--- src/rtl/spongent_cut_adapter.sv ---
// rtl/spongent_cut_adapter.sv - streams the autotest message into the Spongent core and collects its digest.
// Optional build macro CUT_ADAPTER_PAD_EN: adapter appends the 10* pad chunk itself.
module spongent_cut_adapter #(
  parameter int DATA_WIDTH = 64,
  parameter int N          = 88,
  parameter int R          = 8
) (
  input  logic                  clk,
  input  logic                  rst,
  input  logic                  rst_cut,
  input  logic [DATA_WIDTH-1:0] input_to_cut,
  output logic                  end_cut,
  output logic [N-1:0]          output_from_cut,
  output logic                  core_rst,
  output logic [R-1:0]          core_din,
  output logic                  core_din_valid,
  output logic                  core_din_last,
  input  logic                  core_din_ready,
  input  logic [R-1:0]          core_dout,
  input  logic                  core_dout_valid,
  output logic                  core_dout_ready
);

  localparam int IN_BEATS  = DATA_WIDTH / R;
  localparam int OUT_BEATS = N / R;
  localparam int CW        = $clog2(IN_BEATS + 1);
  localparam int OW        = $clog2(OUT_BEATS + 1);
  localparam logic [CW-1:0] IN_LAST  = CW'(IN_BEATS - 1);
  localparam logic [OW-1:0] OUT_LAST = OW'(OUT_BEATS - 1);

  if ((DATA_WIDTH % R) != 0 || (N % R) != 0) begin : g_bad_params
    $fatal(1, "spongent_cut_adapter: DATA_WIDTH and N must be multiples of R");
  end

`ifdef CUT_ADAPTER_PAD_EN
  typedef enum logic [2:0] {S_IDLE, S_ABSORB, S_PAD, S_SQUEEZE, S_DONE} state_t;
`else
  typedef enum logic [2:0] {S_IDLE, S_ABSORB, S_SQUEEZE, S_DONE} state_t;
`endif

  state_t                state_q, state_d;
  logic [DATA_WIDTH-1:0] msg_q, msg_d;
  logic [CW-1:0]         chunk_cnt_q, chunk_cnt_d;
  logic [OW-1:0]         out_cnt_q, out_cnt_d;
  logic [N-1:0]          digest_q, digest_d;

  assign core_rst        = rst | rst_cut;
  assign end_cut         = (state_q == S_DONE);
  assign output_from_cut = digest_q;

  always_comb begin
    state_d         = state_q;
    msg_d           = msg_q;
    chunk_cnt_d     = chunk_cnt_q;
    out_cnt_d       = out_cnt_q;
    digest_d        = digest_q;
    core_din        = msg_q[DATA_WIDTH-1 -: R];
    core_din_valid  = 1'b0;
    core_din_last   = 1'b0;
    core_dout_ready = 1'b0;
    case (state_q)
      S_IDLE: begin
        // Only reached with rst_cut low: the register reset overrides this load.
        msg_d       = input_to_cut;
        chunk_cnt_d = '0;
        out_cnt_d   = '0;
        state_d     = S_ABSORB;
      end
      S_ABSORB: begin
        core_din_valid = 1'b1;
`ifndef CUT_ADAPTER_PAD_EN
        core_din_last  = (chunk_cnt_q == IN_LAST);
`endif
        if (core_din_ready) begin
          msg_d       = msg_q << R;
          chunk_cnt_d = chunk_cnt_q + 1'b1;
          if (chunk_cnt_q == IN_LAST) begin
`ifdef CUT_ADAPTER_PAD_EN
            state_d = S_PAD;
`else
            state_d = S_SQUEEZE;
`endif
          end
        end
      end
`ifdef CUT_ADAPTER_PAD_EN
      S_PAD: begin
        core_din       = {1'b1, {(R-1){1'b0}}};
        core_din_valid = 1'b1;
        core_din_last  = 1'b1;
        if (core_din_ready) state_d = S_SQUEEZE;
      end
`endif
      S_SQUEEZE: begin
        core_dout_ready = 1'b1;
        if (core_dout_valid) begin
          digest_d  = (digest_q << R) | N'(core_dout);
          out_cnt_d = out_cnt_q + 1'b1;
          if (out_cnt_q == OUT_LAST) state_d = S_DONE;
        end
      end
      S_DONE: begin
        state_d = S_DONE;
      end
      default: state_d = S_IDLE;
    endcase
  end

  always_ff @(posedge clk) begin
    if (rst || rst_cut) begin
      state_q     <= S_IDLE;
      msg_q       <= '0;
      chunk_cnt_q <= '0;
      out_cnt_q   <= '0;
      digest_q    <= '0;
    end else begin
      state_q     <= state_d;
      msg_q       <= msg_d;
      chunk_cnt_q <= chunk_cnt_d;
      out_cnt_q   <= out_cnt_d;
      digest_q    <= digest_d;
    end
  end

endmodule

--- config.mk ---
export PLATFORM = sky130hd
export DESIGN_NAME = spongent_cut_adapter
export DESIGN_NICKNAME = d
export VERILOG_FILES = /design/src/rtl/spongent_cut_adapter.sv
export SDC_FILE = /design/constraint.sdc
export NUM_CORES = 1
export LEC_CHECK = 0
export BUFFER_PORTS_ARGS = -buffer_cell sky130_fd_sc_hd__buf_2
export CORE_MARGIN = 2
export CORE_UTILIZATION = 40
export DETAILED_ROUTE_END_ITERATION = 7
export PLACE_DENSITY = 0.65
export SLEW_MARGIN = 20
export SYNTH_ARGS = -nofsm -noshare
export SYNTH_HDL_FRONTEND = slang
export SYNTH_SLANG_ARGS = --single-unit
--- constraint.sdc ---
create_clock -name clk -period 2.3 [get_ports clk]
set_input_delay 0.575 -clock clk [delete_from_list [all_inputs] [get_ports clk]]
set_output_delay 0.575 -clock clk [all_outputs]
set_load 0.05 [all_outputs]
==> impl_summary.md, run 1 <==
Status
The run finished with clean final reports.

STA
The final hold violation count is 0. The max-slew violation total from the final report is 0. For this run, the top clock speed supported by timing is 459 MHz. Setup violations remaining at the end of the flow were counted as 0.

The max-slew headroom at the worst pin is between 30 and 40%. In the finished design, the share of the clock period the worst path needs comes to between 90% and 100%. Setup repair after global routing left no endpoint under its margin. Across all hold checks on the routed design, the worst slack comes to 0.384 ns. For the finished layout, the period the worst path requires is roughly 2.2 ns. For the pin with the worst max-slew slack, the measured transition is roughly 1.0 ns.

For the final routed database, the setup TNS stands at 0 ns. Across all setup checks in the final design, the least slack found is 0.124 ns. The clock tree skew after final layout is 0.0130 ns.

Final layout
Fill cells in the final layout number 1650. The post-layout net count is between 1000 and 1500. The fraction of final layout cells with drive strength greater than 1 is 30.5%.

Relative to the synthesized area, the layout overhead comes to 23.5%. The final antenna diode count is 0.

CTS
The longest clock path from root to sink contains 2 buffers. Clock latency on the worst-skew pair, taken at its later pin, is between 0.4 and 0.5 ns. The number of buffers created by CTS is 17. The CTS root buffer is sky130_fd_sc_hd__clkbuf_16. TritonCTS built the clock tree. The number of post-CTS setup repair buffers is 0. After clock tree synthesis, the clock-pin slew on the worst setup and hold paths is roughly 0.07 ns. The tree built by TritonCTS fans out to between 150 and 200 sinks.

The H-tree depth reported by CTS is 4. The number of hold buffers added after cts is 0.

Drt
The remaining design rule violation count is 0. The final wirelength is around 16 mm. The average detailed-routed wire length per instance is around 14 µm. In the routed layout, each cell is associated on average with a via count of 4.99. The remaining antenna violation count is 0.

The count of vias placed by the detailed router is 5823. The first detailed-routing pass took 5 iterations. The detailed router finished its first iteration with 468 violations.

Setup path
The worst register-to-register path ends at msg_q[55]. The slowest cell on the critical path is sky130_fd_sc_hd__dfxtp_2. For the worst setup path, the data required time is 1.73 ns. In this run the register-to-register setup slack is about 0.36 ns. Traced cell by cell, the critical path runs through buf_4, nor2b_4, and3_1, clkbuf_4. The critical path's largest stage delay is between 0.3 and 0.4 ns. For the worst flop-to-flop path, the logic depth is 4. STA classifies the critical path endpoint as an output pin.

Of all nets on the critical path, the largest fanout is 15. STA classifies the critical path startpoint as a flop. The critical path class is reg2out. The worst flop-to-flop path startpoint is state_q[0].

For the worst setup path, the data arrival time is 1.60 ns.

Yosys
The sequential area share after synthesis is 49.0%. The number of warnings issued by yosys is 0. The synthesized design contains 162 register bits. The synthesized netlist net count is 885. The cell area after technology mapping is 0.00661 mm². The average instance area after synthesis is about 8.2 µm². The number of instances in the synthesized netlist is 805.

The count of cell types in the netlist is 38.

Floorplanning
The horizontal die dimension is 133 µm. The cell row count is 47. The floorplan step defined a core boundary enclosing around 0.016 mm². Measured along the y axis, the die boundary spans 133 µm. The area of the die is 0.0176 mm². The starting density of the core is 40.5%. The number of I/O pins is 178.

Power
In this run the static leakage power is approximately 0.0033 µW. Overall power consumption after layout is estimated at 6170 µW. The maximum ir drop on the vdd rail is 514 µV. In this run the power density over the cells is 756 mW/mm².

Global route
Global routing consumed, over all layers together, 18.3% of the routing resources. The number of antenna violations at the first check in global routing was 0. The number of global-route vias before repair is between 5000 and 6000. The first global-routing pass estimated 26.4 mm of wire. Entering global routing, the biggest net connects 106 pins. The total congestion overflow after global routing is 0.

Worst hold path
The worst hold path endpoint is output_from_cut[2]. The hold path depth is 3. The path class of the tightest hold or removal check is in2reg. In this run the most critical hold path is launched from core_dout[2].

Placed design
The number of buffer cells added on primary ports is around 180. Routability-driven placement finished with a final weighted congestion of 0.761. The sum of net half-perimeters after detailed placement is between 10 and 15 mm. Timing analysis after detailed placement gives a worst setup slack of around 0.18 ns.

Flow run
The total of max-cap violations is 0.
routing by layer:
metal / routed length, µm / global-route usage [%] / part of all wire [%] / up-vias
met1: 7700 / 24.5 / 47 / 2657
met2: 7440 / 27.7 / 45 / 140
li1: - / - / - / 2999
met4: 369 / 7.47 / 2.3 / 0
met5: 0 / 0 / 0 / -
met3: 873 / 5.17 / 5.3 / 27
registers in the layout, indices dropped and copies added, names as in the netlist:
register / cells
output_from_cut: 88
chunk_cnt_q: 4
out_cnt_q: 4
state_q: 2
msg_q: 64
repair_timing:
| action | in CTS | in global routing |
|---|---|---|
| gates resized for setup | 0 | 2 |
| endpoints found under the hold margin | 0 | 0 |
| setup endpoints to repair | 0 | 1 |
worst max-delay path: cells and delay by family, from the launching register on:
| family | cells | cell delay (ns) |
|---|---|---|
| buffers and inverters | 2 | 0.44 |
| DFF | 1 | 0.39 |
| and+or+nand+nor | 2 | 0.34 |
cells in the final DEF, fill, tap and decap left out, drive strengths merged:
cell type  synthesis  layout
dfxtp            162     162
bufinv             0       1
a21oi            101     101
a41o               1       1
o21ai             11      11
ha                 3       3
and3               1       1
or4                1       1
or3b               1       1
inv               58      66
nand2b             1       1
nand4b             1       1
o31ai              1       1
nor3               1       1
nand2            187     187
a31oi             57      57
nand3b             2       2
nor2b              4       4
nor2              59      59
and3b              1       1
clkinv             0       5
nand3              6       6
clkbuf            24      18
buf               58     192
and2               2       2
a211oi             1       1
xor2               1       1
and4b              1       1
clkinvlp           0       1
o2111ai            1       1
o221a             56      56
or2                1       1
o41ai              1       1
synthesized netlist by cell type (all sizes together):
library cell	instances	area, µm²
or2	1	6.26
clkbuf	24	90.1
and2	2	12.5
buf	58	332
nand2	187	702
and3b	1	8.76
and3	1	6.26
nand3	6	30.0
a41o	1	10.0
or3b	1	8.76
nor3	1	5.00
or4	1	11.3
o221a	56	631
nor2b	4	35.0
and4b	1	10.0
dfxtp	162	3240
nand2b	1	6.26
o31ai	1	7.51
o21ai	11	55.1
inv	58	218
a211oi	1	12.5
o41ai	1	8.76
ha	3	37.5
xor2	1	8.76
nand3b	2	15.0
nor2	59	224
o2111ai	1	8.76
a21oi	101	505
a31oi	57	357
nand4b	1	8.76
cell families (layout without fill, tap and decap cells):
logic type	count (synthesis)	count (layout)	synth area share, %
xor gates and xnor gates	1	1	0.132
adders and majority gates	3	3	0.568
AOI/OAI and AO/OA	230	230	24.1
DFF	162	162	49.0
and+or+nand+nor	269	269	16.5
buffers and inverters	140	283	9.67
metrics by stage:
stage          instances  util [%]  instance area [µm²]
2_1_floorplan        805         -                 6610
3_3_place_gp        1136      46.2                 7550
3_5_place_dp        1136      46.2                 7550
4_1_cts             1168      49.9                 8160
5_1_grt             1168      49.9                 8170
6_report            1168      49.9                 8170
worst max path at each step:
stage	start	to	depth (start not counted)	slack, ns
after global routing	state_q[1]	core_din_last	4	0.02
after floorplan	state_q[1]	core_dout_ready	4	0.19
final	state_q[1]	core_din_last	4	0.12
after global placement	core_din_ready	msg_q[41]	5	0.20
after detailed placement	core_din_ready	msg_q[53]	5	0.18
after CTS	state_q[1]	core_din_last	4	0.02
cell type report:
class / count / area, µm² / share of cell area, %
sequential: 162 / 3250 / 39.8
multi-input combinational: 503 / 2750 / 33.7
timing repair buffer: 193 / 1060 / 13.0
clock buffer: 17 / 425 / 5.21
tap: 220 / 275 / 3.37
inverter: 58 / 219 / 2.68
clock inverter: 15 / 186 / 2.28
power by group:
part	switching [µW]	total (µW)	internal, µW	leakage (µW)
sequential	31.7	2890	2860	0.00132
clock	1310	2880	1570	0.000297
combinational	239	403	164	0.00170
(Power assumes the default switching activity.)
==> run 2, diff against run 1 <==
--- a/config.mk
+++ b/config.mk
@@ -5,7 +5,8 @@
 export SDC_FILE = /design/constraint.sdc
 export NUM_CORES = 1
 export LEC_CHECK = 0
-export BUFFER_PORTS_ARGS = -buffer_cell sky130_fd_sc_hd__buf_2
+export ABC_AREA = 1
+export BUFFER_PORTS_ARGS = -buffer_cell sky130_fd_sc_hd__buf_4
 export CORE_MARGIN = 2
 export CORE_UTILIZATION = 40
 export DETAILED_ROUTE_END_ITERATION = 7
==> run 2 against run 1 <==
Design area up 3.5%. First-iteration DRC count down 29%. Power down 0.24%.
==> impl_summary.md, run 2 <==
Setup path
The critical path class is reg2out (unchanged). The arrival time reported for the critical path endpoint is 1.59 ns (was 1.60 ns). The critical path's largest stage delay is 0.39 ns (about the same). The critical path launch point type is a flop (unchanged). The type of destination of the critical path is an output pin (unchanged). The critical path required time was 1.73 ns (about the same).

Ordered cell list for the critical path: ha_1, nand2_1, nor3_2, buf_4 (was buf_4, nor2b_4, and3_1, clkbuf_4). The cell count of the worst reg-to-reg path is 7 (was 4). The slowest cell on the critical path is sky130_fd_sc_hd__dfxtp_1 (was sky130_fd_sc_hd__dfxtp_2).

The largest driver fanout on the critical path is 5 (was 15).

Yosys
Commonest cells post-synth: sky130_fd_sc_hd__o21ai_0 (193), sky130_fd_sc_hd__nor2_1 (186), sky130_fd_sc_hd__dfxtp_1 (162) (was sky130_fd_sc_hd__nand2_1 (187), sky130_fd_sc_hd__dfxtp_1 (162), sky130_fd_sc_hd__a21oi_1 (101)). The cell type with the largest total area after synthesis is sky130_fd_sc_hd__dfxtp_1 (unchanged). The number of instances in the synthesized netlist was 867 (was 805). The area share of the largest cell type after synthesis is 51.0% (was 49.0%). The number of enable flip-flop cells after synthesis is 0 (unchanged). The sequential area share after synthesis was 51.0% (was 49.0%). The most numerous cell in the Yosys netlist is sky130_fd_sc_hd__o21ai_0 (was sky130_fd_sc_hd__nand2_1). Cell types occupying the most area after synthesis: sky130_fd_sc_hd__dfxtp_1 (51%), sky130_fd_sc_hd__o21ai_0 (15%), sky130_fd_sc_hd__nor2_1 (11%), sky130_fd_sc_hd__a21oi_1 (5.7%), sky130_fd_sc_hd__nand2_1 (5.4%) (was sky130_fd_sc_hd__dfxtp_1 (49%), sky130_fd_sc_hd__nand2_1 (11%), sky130_fd_sc_hd__o221a_2 (8.9%), sky130_fd_sc_hd__a21oi_1 (7.6%), sky130_fd_sc_hd__a31oi_1 (5.4%)). The count of cell types in the netlist came to 21 (was 38). The fraction of registers with async set/reset is 0% (unchanged). The synthesized netlist net count is 947 (was 885). The average instance area after synthesis is 7.34 µm² (was 8.22 µm²). The cell area after technology mapping came to 0.00636 mm² (was 0.00661 mm²).

The number of warnings issued by yosys is 0 (unchanged). The flip-flop cell with the highest count after synthesis is sky130_fd_sc_hd__dfxtp_1 (unchanged). The count of state elements after synthesis is 162 (unchanged).

Placed design
The number of placed instances with taps included is 1208 (was 1136). The global placement routability congestion is 0.822 (was 0.761). The number of buffer cells added on primary ports was 177 (unchanged). The worst setup slack after placement is 0.509 ns (was 0.176 ns). The sum of net half-perimeters after detailed placement is 11.0 mm (was 10.6 mm).

Worst hold path
The path category of the worst min-delay check is in2reg (unchanged). The hold path depth was 2 (was 3).

CTS
The maximum clock path buffer count is 2 (unchanged). The H-tree depth reported by CTS is 4 (unchanged). The number of clock sinks seen by CTS is 162 (unchanged). The clock insertion delay at the later pin of the skew report came to 0.42 ns (was 0.43 ns). The CTS root buffer is sky130_fd_sc_hd__clkbuf_16 (unchanged). The TritonCTS clock tree is built (unchanged). The number of post-CTS setup repair buffers is 0 (unchanged). The number of gates given a new drive strength after cts came to 0 (unchanged). The clock transition at the register clock pins on the worst setup and hold paths after CTS came to 0.06 ns (was 0.07 ns). The number of hold buffers added after cts is 0 (unchanged).

The number of buffers created by CTS is 17 (unchanged).

Final layout
The synthesis-to-finish area growth is 32.9% (was 23.5%). The fraction of final layout cells with drive strength greater than 1 came to 22.8% (was 30.5%). The share of the core filled with cells is 53.8% (was 49.9%). The final antenna diode count is 0 (unchanged). The number of flip-flops in the largest register was 88 (unchanged). Commonest cells after routing, fill and taps aside: sky130_fd_sc_hd__o21ai_0 (193), sky130_fd_sc_hd__nor2_1 (185), sky130_fd_sc_hd__buf_4 (185) (was sky130_fd_sc_hd__nand2_1 (187), sky130_fd_sc_hd__buf_2 (176), sky130_fd_sc_hd__dfxtp_1 (160)). The post-layout net count is 1091 (was 1015). The final instance count without filler cells is 1240 (was 1168). The leading cell type in the layout, fill and taps excluded is sky130_fd_sc_hd__o21ai_0 (was sky130_fd_sc_hd__nand2_1).

STA
The clock tree skew after final layout is 0.00738 ns (was 0.0130 ns). The period utilization came to 94.3% (was 94.6%). The number of failing setup endpoints in the final timing report was 0 (unchanged).

The final worst slack was 0.130 ns (was 0.124 ns). The max-slew violation total from the final report was 0 (unchanged). Setup repair after global routing missed its margin: no (unchanged).

The final critical path time including I/O delays and setup was 2.17 ns (was 2.18 ns). The achievable clock frequency is 461 MHz (was 459 MHz). The slew at the pin closest to its max-slew limit is 0.404 ns (was 1.04 ns). The max-slew headroom at the worst pin came to 73.0% (was 30.4%). The final hold violation count is 0 (unchanged). The total negative slack for setup checks is 0 ns (unchanged).

Drt
The highest metal layer with signal wires is met4 (unchanged). The average detailed-routed wire length per instance was 13.6 µm (was 14.0 µm). The wire length on met2 came to 7.98 mm (was 7.44 mm). The number of detailed-route iterations in the first pass was 6 (was 5). The remaining antenna violation count is 0 (unchanged). The count of vias placed by the detailed router is 5921 (was 5823). The initial DRC count was 330 (was 468). The wire length on met1 is 7.39 mm (was 7.70 mm). The remaining design rule violation count is 0 (unchanged). The detailed route wirelength on metal3 was 1.24 mm (was 873 µm).

The final wirelength is 16.8 mm (was 16.4 mm). The average vias per placed instance is 4.78 (was 4.99).

Power
The power density normalized to cell area is 728 mW/mm² (was 756 mW/mm²). The maximum ir drop on the vdd rail was 570 µV (was 514 µV). The cell leakage power was 0.00420 µW (was 0.00331 µW).

Floorplanning
The number of I/O pins is 178 (unchanged). The vertical die dimension is 130 µm (was 133 µm). The cell row count came to 46 (was 47). The starting density of the core is 40.5% (about the same). The area of the die is 0.0169 mm² (was 0.0176 mm²). The core region area is 0.0157 mm² (was 0.0163 mm²). The horizontal die dimension is 130 µm (was 133 µm).

Global route
The first-pass GRT wire length is 27.1 mm (was 26.4 mm). The number of global-route vias before repair is 5596 (was 5310). The number of antenna violations at the first check in global routing is 0 (unchanged).

The largest net degree at the start of global routing is 91 (was 106). The total congestion overflow after global routing came to 0 (unchanged). The global-route usage over all layers is 19.9% (was 18.3%).

Status
Outcome: finished clean (unchanged).

Flow run
The total of max-cap violations is 0 (unchanged).
[run 2: changes by cell type after synthesis, sizes merged, moves of 11 or more]
cell	delta
a31oi	-57
inv	+11
nand2	-95
clkbuf	+20
o221a	-56
o21ai	+191
nor2	+129
buf	-35
a21oi	-29
[run 2: through the flow]
step	hold slack (ns)	total power [µW]	instance area [µm²]
6_report	0.359	6160	8450
5_1_grt	0.350	6410	8450
3_3_place_gp	0.450	3390	7860
2_1_floorplan	0.441	3200	6370
4_1_cts	0.343	6220	8450
3_5_place_dp	0.453	3390	7860
[run 2: worst max-delay path: cells and delay by family (launching register included)]
family | cells | cell delay [ns]
adders and majority gates | 1 | 0.22
and+or+nand+nor | 2 | 0.31
buffers and inverters | 1 | 0.25
DFF | 1 | 0.39
[run 2: cell families (layout without fill, tap and decap cells)]
| logic type | Yosys count | in the layout | synth area share [%] |
|---|---|---|---|
| flops | 162 | 162 | 51.0 |
| buf+inv | 138 | 295 | 9.26 |
| compound gates | 275 | 275 | 21.7 |
| simple gates | 289 | 289 | 17.5 |
| fa+ha+maj | 3 | 3 | 0.590 |
[run 2: layer usage]
metal  up-vias  GRT usage [%]
met5         -              0
met4         0           5.76
met3        20           6.11
met2       154           32.9
met1      2677           25.2
li1       3070              -
[run 2: area by class of cell]
type | instances | area (µm²)
fill | 1577 | 7260
clock buffer | 20 | 467
multi-input combinational | 567 | 2550
clock inverter | 12 | 130
inverter | 71 | 267
timing repair buffer | 192 | 1530
sequential | 162 | 3240
tap | 216 | 270
[run 2: worst paths after layout]
kind	startpoint	to	slack [ns]
setup / recovery	chunk_cnt_q[0]	core_din_last	0.13
hold / removal	core_din_ready	state_q[0]	0.36
setup reg to reg	state_q[0]	msg_q[31]	0.62
hold reg to reg	msg_q[5]	msg_q[5]	0.46
[run 2: power by group]
part | switching (µW) | total [µW] | internal, µW
Combinational | 241 | 431 | 189
Clock | 1150 | 2830 | 1690
Sequential | 30.3 | 2900 | 2870
==> run 3, diff against run 2 <==
--- a/config.mk
+++ b/config.mk
@@ -10,7 +10,7 @@
 export CORE_MARGIN = 2
 export CORE_UTILIZATION = 40
 export DETAILED_ROUTE_END_ITERATION = 7
-export PLACE_DENSITY = 0.65
+export PLACE_DENSITY = 0.64
 export SLEW_MARGIN = 20
 export SYNTH_ARGS = -nofsm -noshare
 export SYNTH_HDL_FRONTEND = slang
==> run 3 against run 2 <==
Wire length down 2.3%. Sequential power barely moved. Clock-buffer cell count did not move. First-iteration DRC count rose by 8.8%. Cell count shrank 0.32%. Die area stayed put. Power increased by 3.3%. Sequential cell count did not move. Design area shrank 0.25%.
==> impl_summary.md, run 3 (synthesized netlist as in run 2, its figures left out) <==
Status
Outcome: finished clean (unchanged).

Placed design
The sum of net half-perimeters after detailed placement was 10.5 mm (was 11.0 mm). The global placement routability congestion was 0.803 (was 0.822). The number of buffer cells added on primary ports is 177 (unchanged).

Setup path
The start point of the critical path is chunk_cnt_q[0] (unchanged). The critical path's largest stage delay is 0.41 ns (was 0.39 ns). The cell count of the worst reg-to-reg path is 6 (was 7). The arrival time reported for the critical path endpoint came to 1.63 ns (was 1.59 ns). The worst reg-to-reg setup slack is 0.54 ns (was 0.62 ns).

The critical path class is reg2out (unchanged). The endpoint of the worst-slack reg-to-reg timing path is msg_q[37] (was msg_q[31]). The critical path launch point type was a flop (unchanged). The capture point of the critical path is core_din_last (unchanged).

Ordered cell list for the critical path: ha_1, nand2_1, nor3_2, buf_4 (unchanged). The critical path required time came to 1.73 ns (about the same). The slowest cell on the critical path is sky130_fd_sc_hd__dfxtp_1 (unchanged). The largest driver fanout on the critical path is 5 (unchanged). The worst flop-to-flop path startpoint is state_q[0] (unchanged). The type of destination of the critical path is an output pin (unchanged).

CTS
The number of post-CTS setup repair buffers came to 0 (unchanged). The clock insertion delay at the later pin of the skew report came to 0.42 ns (about the same). The maximum clock path buffer count was 2 (unchanged).

The number of buffers created by CTS was 17 (unchanged). The number of gates given a new drive strength after cts is 0 (unchanged). The number of clock sinks seen by CTS was 162 (unchanged). The TritonCTS clock tree is built (unchanged). The CTS root buffer is sky130_fd_sc_hd__clkbuf_16 (unchanged). The clock transition at the register clock pins on the worst setup and hold paths after CTS came to 0.06 ns (about the same).

The H-tree depth reported by CTS is 4 (unchanged). The number of hold buffers added after cts was 0 (unchanged).

Drt
The average vias per placed instance is 4.79 (was 4.78). The remaining antenna violation count was 0 (unchanged). The final wirelength is 16.4 mm (was 16.8 mm).

The average detailed-routed wire length per instance is 13.3 µm (was 13.6 µm). The initial DRC count was 359 (was 330). The count of vias placed by the detailed router is 5918 (was 5921).

The remaining design rule violation count was 0 (unchanged). The number of detailed-route iterations in the first pass is 6 (unchanged).

Final layout
The synthesis-to-finish area growth came to 32.6% (was 32.9%). The fraction of final layout cells with drive strength greater than 1 came to 22.5% (was 22.8%). Commonest cells after routing, fill and taps aside: sky130_fd_sc_hd__o21ai_0 (193), sky130_fd_sc_hd__nor2_1 (185), sky130_fd_sc_hd__buf_4 (184) (was sky130_fd_sc_hd__o21ai_0 (193), sky130_fd_sc_hd__nor2_1 (185), sky130_fd_sc_hd__buf_4 (185)). The leading cell type in the layout, fill and taps excluded is sky130_fd_sc_hd__o21ai_0 (unchanged). The post-layout net count is 1087 (was 1091). The number of flip-flops in the largest register was 88 (unchanged). The final antenna diode count is 0 (unchanged).

The share of the core filled with cells was 53.7% (was 53.8%). The filler cell count in the final layout is 1568 (was 1577).

STA
The total negative slack for setup checks was 0 ns (unchanged). The number of failing setup endpoints in the final timing report was 0 (unchanged). The max-slew headroom at the worst pin is 71.6% (was 73.0%).

The final hold violation count is 0 (unchanged). The final critical path time including I/O delays and setup is 2.21 ns (was 2.17 ns). The max-slew violation total from the final report is 0 (unchanged). The period utilization is 95.9% (was 94.3%). The slew at the pin closest to its max-slew limit was 0.425 ns (was 0.404 ns). The achievable clock frequency was 453 MHz (was 461 MHz).

Setup repair after global routing missed its margin: no (unchanged). The clock tree skew after final layout is 0.00524 ns (was 0.00738 ns).

Power
The power density normalized to cell area is 754 mW/mm² (was 728 mW/mm²). The maximum ir drop on the vdd rail is 487 µV (was 570 µV). The cell leakage power is 0.00419 µW (was 0.00420 µW).

Global route
The number of global-route vias before repair is 5437 (was 5596). The largest net degree at the start of global routing is 112 (was 91). The first-pass GRT wire length is 26.3 mm (was 27.1 mm).

The total congestion overflow after global routing is 0 (unchanged). The number of antenna violations at the first check in global routing is 0 (unchanged). The global-route usage over all layers is 19.6% (was 19.9%).

Floorplanning
The starting density of the core is 40.5% (unchanged). The core region area came to 0.0157 mm² (unchanged). The cell row count is 46 (unchanged). The area of the die came to 0.0169 mm² (unchanged). The number of I/O pins is 178 (unchanged).

The horizontal die dimension is 130 µm (unchanged). The vertical die dimension came to 130 µm (unchanged).

Flow run
The total of max-cap violations was 0 (unchanged).

Worst hold path
The path category of the worst min-delay check is in2reg (unchanged).
## run 3: cell types whose count changed in the layout (fill, tap and decap cells not counted)
cell                        previous run  this run
sky130_fd_sc_hd__buf_12                7         4
sky130_fd_sc_hd__bufinv_16             2         4
sky130_fd_sc_hd__clkinv_4              3         1
sky130_fd_sc_hd__buf_4               185       184
sky130_fd_sc_hd__clkinv_2              4         3
sky130_fd_sc_hd__inv_6                 1         2
## run 3: per-layer routing
| layer | GRT usage [%] | up-vias | wire (µm) |
|---|---|---|---|
| met3 | 7.01 | 20 | 1220 |
| met2 | 31.2 | 138 | 7640 |
| li1 | - | 3072 | - |
| met4 | 7.08 | 0 | 281 |
| met1 | 24.5 | 2688 | 7280 |
| met5 | 0 | - | 0 |
## run 3: power breakdown
part,total (µW),switching (µW),internal [µW]
Clock,3050,1140,1910
Sequential,2900,29.5,2870
Combinational,412,234,178
Total,6360,1410,4950
## run 3: critical path, delay by kind of cell, from the launching register on
family / cells / cell delay (ns)
adder cells (fa/ha/maj): 1 / 0.22
flip-flops: 1 / 0.41
AND/OR/NAND/NOR: 2 / 0.32
buffers and inverters: 1 / 0.26
## run 3: area by class of cell
class	count	area (µm²)	share of cell area (%)
Sequential cell	162	3240	38.5
Clock inverter	12	176	2.09
Tap cell	216	270	3.20
Timing Repair Buffer	188	1460	17.3
Multi-Input combinational cell	567	2550	30.2
Inverter	71	267	3.16
Clock buffer	20	467	5.53
## run 3: worst min path at each step
stage | from | to | slack (ns) | cells past startpoint
after floorplan | msg_q[0] | msg_q[0] | 0.44 | 2
after global placement | msg_q[5] | msg_q[5] | 0.45 | 2
after detailed placement | msg_q[3] | msg_q[3] | 0.45 | 2
after CTS | core_din_ready | state_q[0] | 0.35 | 2
after global routing | core_din_ready | state_q[0] | 0.35 | 2
final | core_din_ready | state_q[0] | 0.37 | 2
## run 3: through the flow
stage | power, µW | instances | setup slack (ns) | cell area (µm²) | hold WS (ns)
final | 6360 | 1236 | 0.0932 | 8430 | 0.365
after global routing | 6610 | 1236 | 0.0108 | 8430 | 0.354
after CTS | 6440 | 1236 | 0.0840 | 8430 | 0.346
after detailed placement | 3370 | 1204 | 0.513 | 7790 | 0.453
after global placement | 3370 | 1204 | 0.508 | 7790 | 0.450
after floorplan | 3200 | 867 | 0.375 | 6370 | 0.441
